## src/rtl/reaction_game_pkg.sv

```systemverilog
// reaction_game_pkg: shared types and constants for the reaction-game blocks.
// Latency: n/a (declarations only). Backpressure: n/a.
// Contents: rg_state_t round state enum, LFSR_TAPS feedback mask, default LFSR_SEED.
package reaction_game_pkg;

  typedef enum logic [1:0] {
    ST_IDLE   = 2'd0,
    ST_WAIT   = 2'd1,
    ST_ARMED  = 2'd2,
    ST_RESULT = 2'd3
  } rg_state_t;

  // Fibonacci taps 16,14,13,11 expressed as a mask over bits [15:0].
  localparam logic [15:0] LFSR_TAPS = 16'hB400;
  localparam logic [15:0] LFSR_SEED = 16'hACE1;

endpackage

```

## src/rtl/reaction_game_lfsr.sv

```systemverilog
// reaction_game_lfsr: 16-bit Fibonacci LFSR, free-running while i_en is high.
// Latency: new value one cycle after each enabled edge. Backpressure: none.
// Ports: clk, reset (sync, active-high, reloads SEED), i_en, o_lfsr[15:0].
module reaction_game_lfsr
  import reaction_game_pkg::*;
#(
  parameter logic [15:0] SEED = LFSR_SEED
) (
  input  logic        clk,
  input  logic        reset,
  input  logic        i_en,
  output logic [15:0] o_lfsr
);

  logic [15:0] r_lfsr;
  logic        w_fb;

  // An all-zero seed locks the register at zero forever.
  if (SEED == 16'h0000) begin : g_bad_seed
    $error("reaction_game_lfsr: SEED must be nonzero");
  end

  assign w_fb = ^(r_lfsr & LFSR_TAPS);

  always_ff @(posedge clk) begin
    if (reset) begin
      r_lfsr <= SEED;
    end else if (i_en) begin
      r_lfsr <= {r_lfsr[14:0], w_fb};
    end
  end

  assign o_lfsr = r_lfsr;

endmodule

```

## src/rtl/reaction_game_timer_fsm.sv

```systemverilog
// reaction_game_timer_fsm: reaction-time game round controller on a 1 ms tick base.
// Latency: all outputs registered, one cycle after the causing input. Backpressure: none;
// start is ignored while busy, tick assumed >= 2 cycles apart.
// Ports: clk, reset (sync, active-high), tick, start, button -> led, busy, time_ms,
// valid, early, timeout, best_ms. Optional macro REACTION_GAME_BEST_EN builds the
// best-time register; otherwise best_ms is the constant MAX_MS.
module reaction_game_timer_fsm
  import reaction_game_pkg::*;
#(
  parameter int          MS_WIDTH     = 14,
  parameter int          MAX_MS       = 9999,
  parameter int          MIN_DELAY_MS = 1000,
  parameter int          DELAY_BITS   = 11,
  parameter logic [15:0] LFSR_SEED    = reaction_game_pkg::LFSR_SEED
) (
  input  logic                clk,
  input  logic                reset,
  input  logic                tick,
  input  logic                start,
  input  logic                button,
  output logic                led,
  output logic                busy,
  output logic [MS_WIDTH-1:0] time_ms,
  output logic                valid,
  output logic                early,
  output logic                timeout,
  output logic [MS_WIDTH-1:0] best_ms
);

  localparam logic [MS_WIDTH-1:0] LP_MAX = MS_WIDTH'(MAX_MS);
  localparam logic [MS_WIDTH-1:0] LP_MIN = MS_WIDTH'(MIN_DELAY_MS);
  localparam logic [MS_WIDTH-1:0] LP_ONE = MS_WIDTH'(1);

  if (DELAY_BITS < 1 || DELAY_BITS > 16 ||
      (MIN_DELAY_MS + (1 << DELAY_BITS) - 1) >= (1 << MS_WIDTH) ||
      MAX_MS >= (1 << MS_WIDTH) || MAX_MS < 1) begin : g_bad_cfg
    $error("reaction_game_timer_fsm: delay or MAX_MS range does not fit MS_WIDTH");
  end

  rg_state_t           r_state, w_nxt_state;
  logic [MS_WIDTH-1:0] r_delay_cnt, w_nxt_delay;
  logic [MS_WIDTH-1:0] r_time_ms, w_nxt_time, w_time_inc;
  logic                r_valid, w_nxt_valid;
  logic                r_early, w_nxt_early;
  logic                r_timeout, w_nxt_timeout;
  logic                r_led, r_busy;
  logic [15:0]         w_lfsr;

  reaction_game_lfsr #(.SEED(LFSR_SEED)) u_lfsr (
    .clk    (clk),
    .reset  (reset),
    .i_en   (1'b1),
    .o_lfsr (w_lfsr)
  );

  if (DELAY_BITS < 16) begin : g_lfsr_spare
    logic w_unused_lfsr;
    assign w_unused_lfsr = ^w_lfsr[15:DELAY_BITS];
  end

  assign w_time_inc = r_time_ms + LP_ONE;

  always_comb begin
    w_nxt_state   = r_state;
    w_nxt_delay   = r_delay_cnt;
    w_nxt_time    = r_time_ms;
    w_nxt_valid   = r_valid;
    w_nxt_early   = r_early;
    w_nxt_timeout = r_timeout;
    case (r_state)
      ST_IDLE, ST_RESULT: begin
        if (start) begin
          w_nxt_delay   = LP_MIN + MS_WIDTH'(w_lfsr[DELAY_BITS-1:0]);
          w_nxt_time    = '0;
          w_nxt_valid   = 1'b0;
          w_nxt_early   = 1'b0;
          w_nxt_timeout = 1'b0;
          w_nxt_state   = ST_WAIT;
        end
      end
      ST_WAIT: begin
        // A press wins over a coincident tick: it is a false start either way.
        if (button) begin
          w_nxt_early = 1'b1;
          w_nxt_state = ST_RESULT;
        end else if (tick) begin
          if (r_delay_cnt <= LP_ONE) begin
            w_nxt_delay = '0;
            w_nxt_state = ST_ARMED;
          end else begin
            w_nxt_delay = r_delay_cnt - LP_ONE;
          end
        end
      end
      ST_ARMED: begin
        // The press cycle's tick is not counted: time_ms is ticks strictly before the press.
        if (button) begin
          w_nxt_valid = 1'b1;
          w_nxt_state = ST_RESULT;
        end else if (tick) begin
          w_nxt_time = w_time_inc;
          if (w_time_inc == LP_MAX) begin
            w_nxt_timeout = 1'b1;
            w_nxt_state   = ST_RESULT;
          end
        end
      end
      default: w_nxt_state = ST_IDLE;
    endcase
  end

  always_ff @(posedge clk) begin
    if (reset) begin
      r_state     <= ST_IDLE;
      r_delay_cnt <= '0;
      r_time_ms   <= '0;
      r_valid     <= 1'b0;
      r_early     <= 1'b0;
      r_timeout   <= 1'b0;
      r_led       <= 1'b0;
      r_busy      <= 1'b0;
    end else begin
      r_state     <= w_nxt_state;
      r_delay_cnt <= w_nxt_delay;
      r_time_ms   <= w_nxt_time;
      r_valid     <= w_nxt_valid;
      r_early     <= w_nxt_early;
      r_timeout   <= w_nxt_timeout;
      r_led       <= (w_nxt_state == ST_ARMED);
      r_busy      <= (w_nxt_state == ST_WAIT) || (w_nxt_state == ST_ARMED);
    end
  end

`ifdef REACTION_GAME_BEST_EN
  logic [MS_WIDTH-1:0] r_best_ms;

  // Captured on the same edge that raises valid, so best_ms never lags the result.
  always_ff @(posedge clk) begin
    if (reset) begin
      r_best_ms <= LP_MAX;
    end else if (r_state == ST_ARMED && w_nxt_state == ST_RESULT &&
                 w_nxt_valid && w_nxt_time < r_best_ms) begin
      r_best_ms <= w_nxt_time;
    end
  end

  assign best_ms = r_best_ms;
`else
  assign best_ms = LP_MAX;
`endif

  assign led     = r_led;
  assign busy    = r_busy;
  assign time_ms = r_time_ms;
  assign valid   = r_valid;
  assign early   = r_early;
  assign timeout = r_timeout;

endmodule

```

## config.mk

```make
export PLATFORM = sky130hd
export DESIGN_NAME = reaction_game_timer_fsm
export DESIGN_NICKNAME = d
export VERILOG_FILES = /design/src/rtl/reaction_game_pkg.sv /design/src/rtl/reaction_game_lfsr.sv /design/src/rtl/reaction_game_timer_fsm.sv
export SDC_FILE = /design/constraint.sdc
export NUM_CORES = 1
export LEC_CHECK = 0
export ABC_CLOCK_PERIOD_IN_PS = 6200
export BUFFER_PORTS_ARGS = -buffer_cell sky130_fd_sc_hd__buf_2
export CORE_UTILIZATION = 37
export CTS_BUF_LIST = sky130_fd_sc_hd__clkbuf_2
export DETAILED_ROUTE_END_ITERATION = 8
export HOLD_SLACK_MARGIN = 0.12
export PLACE_DENSITY = 0.52
export RECOVER_POWER = 100
export SYNTH_ARGS = -nofsm -noshare
export SYNTH_HDL_FRONTEND = slang
export SYNTH_HIERARCHICAL = 1
export SYNTH_SLANG_ARGS = --single-unit
```

## constraint.sdc

```tcl
create_clock -name clk -period 6.2 [get_ports clk]
set_input_delay 0.31 -clock clk [delete_from_list [all_inputs] [get_ports clk]]
set_output_delay 0.31 -clock clk [all_outputs]
set_load 0.03 [all_outputs]
```

* Word-level counts from Yosys, hierarchy flattened
Cells that the tools add are included.
Word-level totals: flip-flop bits (word level) 51, output and inout bits 33
Operators by class: eq/ne operators 14, add/subtract/negate cells 3, mux-type cells 25, order comparisons 1, reduce and logical (&&, ||, !) cells 11
Operators by type and width (number):
- 2-to-1 mux 14 bit | 7
- one-hot mux 14 bit (2 select lines) | 2
- != test 2 bit, second input constant | 8
- parity 16 bit | 1
- adder 14 x 1 -> 14 bit, second input constant | 1
- == test 14 bit, second input constant | 1
- less-or-equal comparator 14 x 1 -> 1 bit, second input constant | 1
- 2-to-1 mux 2 bit | 7
- subtractor 14 x 1 -> 14 bit, second input constant | 1
- adder 10 x 11 -> 12 bit, first input constant | 1
- AND reduction 4 bit | 2
- == test 2 bit, second input constant | 3
- one-hot mux 1 bit (2 select lines) | 3
- one-hot mux 2 bit (3 select lines) | 1
- AND reduction 3 bit | 2
- 2-to-1 mux 1 bit | 5
- AND reduction 5 bit | 1
- == test 2 x 1 -> 1 bit, second input constant | 2
- nonzero test 2 bit | 2
- logical NOT 2 bit | 1
- OR reduction 2 bit | 1
- logical OR 1 bit | 1

* Depth between registers and ports, before layout
depth in word-level cells 8, mapped depth 9, gate-level depth less buffers 9

* By module
The synthesis kept the hierarchy.
By module, submodules not included:
- reaction_game_timer_fsm | sequential area each 700.7 µm², cells an instance 311, area an instance 2397.3 µm², instances 1
- reaction_game_lfsr | sequential area each 320.3 µm², cells an instance 55, area an instance 619.3 µm², instances 1

* Worst setup path before layout
OpenSTA, ideal clock, no wires.
path type register to register, start point register r_time_ms[1], in the netlist time_ms[1], end point register r_busy, in the netlist busy, buffers on the path 1, arrival 2432 ps, required time 6074 ps, stages on the path, launching flop included 10, path slack 3642 ps, library setup time 126 ps, cell sequence dfxtp_1 ha_1 clkbuf_1 nand3_1 nor2_1 xor2_1 a2111oi_0 a31oi_1 ha_1 nor2_1
On the way: cells in the longest elaborated chain, start to end 8
Ends and longest elaborated chain:
- start, declared | RTL line reaction_game_timer_fsm.sv:42 | logic [MS_WIDTH-1:0] r_time_ms, w_nxt_time, w_time_inc;
- start signal, assigned | RTL line reaction_game_timer_fsm.sv:125 | r_time_ms <= w_nxt_time;
- adder 14 x 1 -> 14 bit (*) | RTL line reaction_game_timer_fsm.sv:61 | assign w_time_inc = r_time_ms + LP_ONE;
- == test 14 bit (*) | RTL line reaction_game_timer_fsm.sv:102 | if (w_time_inc == LP_MAX) begin
- 2-to-1 mux 2 bit (*) | RTL line reaction_game_timer_fsm.sv:102
- 2-to-1 mux 2 bit (*) | RTL line reaction_game_timer_fsm.sv:100 | end else if (tick) begin
- 2-to-1 mux 2 bit (*) | RTL line reaction_game_timer_fsm.sv:97 | if (button) begin
- one-hot mux 2 bit (3 select lines) (*) | RTL line reaction_game_timer_fsm.sv:70 | case (r_state)
- == test 2 x 1 -> 1 bit or == test 2 bit (tied branches) | RTL line reaction_game_timer_fsm.sv:130 | r_busy <= (w_nxt_state == ST_WAIT) || (w_nxt_state == ST_ARMED);
- logical OR 1 bit (*) | RTL line reaction_game_timer_fsm.sv:130
- end signal, assigned | RTL line reaction_game_timer_fsm.sv:130
- end, declared | RTL line reaction_game_timer_fsm.sv:46 | logic r_led, r_busy;
Mark *: on every way between the ends. The rest lies on a longest branch, timed or not. A chain may end at the register's enable or synchronous reset.

* Worst setup path in the final report
start point register r_delay_cnt[6], end point register r_delay_cnt[13]
On the way: cells in the longest elaborated chain, start to end 5
Ends and longest elaborated chain:
- start, declared | RTL line reaction_game_timer_fsm.sv:41 | logic [MS_WIDTH-1:0] r_delay_cnt, w_nxt_delay;
- start signal, assigned | RTL line reaction_game_timer_fsm.sv:124 | r_delay_cnt <= w_nxt_delay;
- subtractor 14 x 1 -> 14 bit or less-or-equal comparator 14 x 1 -> 1 bit (tied branches) | RTL line reaction_game_timer_fsm.sv:91, reaction_game_timer_fsm.sv:87
- 2-to-1 mux 14 bit (*) | RTL line reaction_game_timer_fsm.sv:87 | if (r_delay_cnt <= LP_ONE) begin
- 2-to-1 mux 14 bit (*) | RTL line reaction_game_timer_fsm.sv:86 | end else if (tick) begin
- 2-to-1 mux 14 bit (*) | RTL line reaction_game_timer_fsm.sv:83 | if (button) begin
- one-hot mux 14 bit (2 select lines) (*) | RTL line reaction_game_timer_fsm.sv:70
Mark *: on every way between the ends. The rest lies on a longest branch, timed or not. The select of a mux whose other input is x is not followed.

==> out/results.txt <==
share of layout cells above drive strength 1 = 5.80%
Area contributors post-synth = dfxtp_1 34%, nor2_1 5.5%, mux2i_1 5.3%
Mapped Cells = 366
max cap viols = 2
first-pass GRT wire length = 11,000 um
Critical Path RT = 6.42 ns
Hold Path Class = input port to flip-flop
largest area contributor in the netlist = dfxtp_1
Max Slew Vio Count = 66
Final period util = 60.9%
status = finished with violations
commonest non-fill, non-tap cell in the layout = dfxtp_1
First-pass DRT Iterations = 5
Worst Setup End Kind = flip-flop
min Tclk post-route = 3.78 ns
die height = 92.3 um
Die Area = 8520 um2
failing checks = max-capacitance violations, max-slew violations
Seq/Total Area, Yosys = 33.8%
Placed Cells = 472
total track usage = 16.0%
final setup violating endpoints = 0
Yosys reg bits = 51
Max clock buf depth = 2
via count = 2,608
Synthesis Warnings = 6
Slew headroom = -42.0%
pin count of the biggest net entering global routing = 45
initial core utilization = 38.6%
Filler Cells Inserted = 875
number of global-route vias before repair = 2,332
placed inst area = 3100 um2
CTS buffer count = 5
xor and xnor area share after synthesis = 3.98%
setup TNS = 0 ns
predominant post-synthesis flop cell = dfxtp_1
CTS HTree Levels = 2
io pins = 38
cell area after synthesis = 3020 um2
Synth-to-Final Area Change = 3.11%
Overflow after GRT = 0
clk sinks = 51
CP max FO = 20
RSZ-0062 raised after global routing = false
CTS root buffer = clkbuf_2
Post-synth EDFFs = 0
Pleak = 0.00112 uW
post-route design area = 3110 um2
Max Fclk = 265 MHz
Post-Syn Area per Cell = 8.24 um2
row count = 32
Clock Skews = 0.0451 ns
Synth Area in Compound Gates = 21.8%
Die X = 92.3 um
residual DRC count = 0
Nets = 391
initial antenna violation count = 0
number of distinct library cells after synthesis = 61
Iter 0 DRT Violations = 100
Buffers on Ports = 23
worst skew pair latency = 0.44 ns
Clock transition at path regs = 0.28 ns
pwr dens = 340 nW/um2
Hold Vio Cnt, Final = 0
Startpoint Class = flip-flop
share of synthesized registers carrying an async set or reset = 0%
CTS tree = done
maximum VDD drop = 0.139 mV
largest family of logic cells by synthesized area = simple AND/OR/NAND/NOR gates
CP arrival = 4.00 ns
top cell type's share of synthesized area = 33.8%
DRT antenna net count = 0
Core Area = 7810 um2
Least-Margin Pin Slew = 2.13 ns
Adder-Cell Fraction of Synth Area = 3.32%
Tot Pwr = 1060 uW
post-DP HPWL = 4590 um
kind of critical path = flip-flop to flip-flop
most frequent cells in the layout = 51 x dfxtp_1, 44 x nor2_1, 25 x nand2_1
n_diodes = 0
setup bufs post-CTS = 0
final cell count without fillers = 481
Routability Congestion = 0.807
Vias per Instance = 5.42
post-synthesis mux area share = 5.68%
post-synthesis simple-gate area fraction = 22.1%
Routed WL = 6710 um
Final Core Density = 39.8%
WL/cell = 13.9 um
worst max-delay path, stage by stage (launching register included):
cell	delay [ns]
dfxtp_1	0.40
or3_1	0.46
or4_1	0.55
o21ai_0	1.59
nor3_1	0.31
a21oi_1	0.23
a311oi_1	0.06
synth_stat cells, types with 5 or more instances:
library cell / count
buf_4: 15
mux2i_1: 16
ha_1: 8
a21oi_1: 23
o21ai_1: 6
o21ai_0: 18
a211oi_1: 6
nand2b_1: 7
nor2_1: 44
xnor2_1: 6
nand3_1: 8
a31oi_1: 6
and2_1: 5
inv_1: 11
a311oi_1: 5
clkbuf_1: 14
nor3_1: 13
or3_1: 5
dfxtp_1: 51
nand2_1: 25
area by class of cell:
class / count / area (um2) / share of cell area [%]
clock buffers: 6 / 30.0 / 0.965
clock inverters: 2 / 12.5 / 0.402
inverters: 11 / 41.3 / 1.33
multi-input cells: 282 / 1760 / 56.6
flip-flops and latches: 51 / 1020 / 32.8
well taps: 102 / 128 / 4.10
repair buffers: 27 / 116 / 3.74
path summary, 6_finish.rpt:
kind         depth (start not counted)              end  slack, ns            from
max reg2reg                          6  r_delay_cnt[13]       2.42  r_delay_cnt[6]
min                                  3       r_state[1]       0.16           start
max                                  6  r_delay_cnt[13]       2.42  r_delay_cnt[6]
min reg2reg                          2   r_delay_cnt[5]       0.50  r_delay_cnt[5]
cell families (layout without fill, tap and decap cells):
logic type / after synthesis / in the layout
compound gates: 97 / 97
xor+xnor: 12 / 12
fa+ha+maj: 8 / 8
buf+inv: 46 / 46
flops: 51 / 51
mux: 17 / 17
other cells: 2 / 15
simple gates: 133 / 133
metrics by stage:
stage               setup slack, ns  hold slack (ns)
detailed placement             3.41            0.469
finish                         2.42            0.164
global placement               3.39            0.464
global route                   2.25            0.125
CTS                            3.35            0.127
floorplan                      3.64            0.446
report_power, final:
| group | internal, uW | leakage [uW] | total (uW) | switching [uW] |
|---|---|---|---|---|
| Combinational | 177 | 0.000676 | 502 | 325 |
| Sequential | 375 | 0.000417 | 417 | 41.4 |
| Clock | 28.7 | 0.0000290 | 138 | 109 |
| Total | 581 | 0.00112 | 1060 | 476 |
flip-flops by register name (all words and copies together), names as in the netlist:
register       count
busy               1
valid              1
timeout            1
led                1
r_delay_cnt       14
time_ms           14
early              1
u_lfsr/o_lfsr     16
r_state            2
metal layers:
metal  global-route usage [%]  up-vias  share of wire [%]
met4                     4.56        0                1.1
met1                     20.0     1232                 48
met3                     2.96        8                3.4
li1                         -     1315                  -
met5                        0        -                  0
met2                     27.9       53                 47
repair_timing:
item	4_1_cts	5_1_grt
gates resized for setup	0	0
hold buffers	0	1
endpoints found under the hold margin	0	1
(Power assumes the default switching activity.)
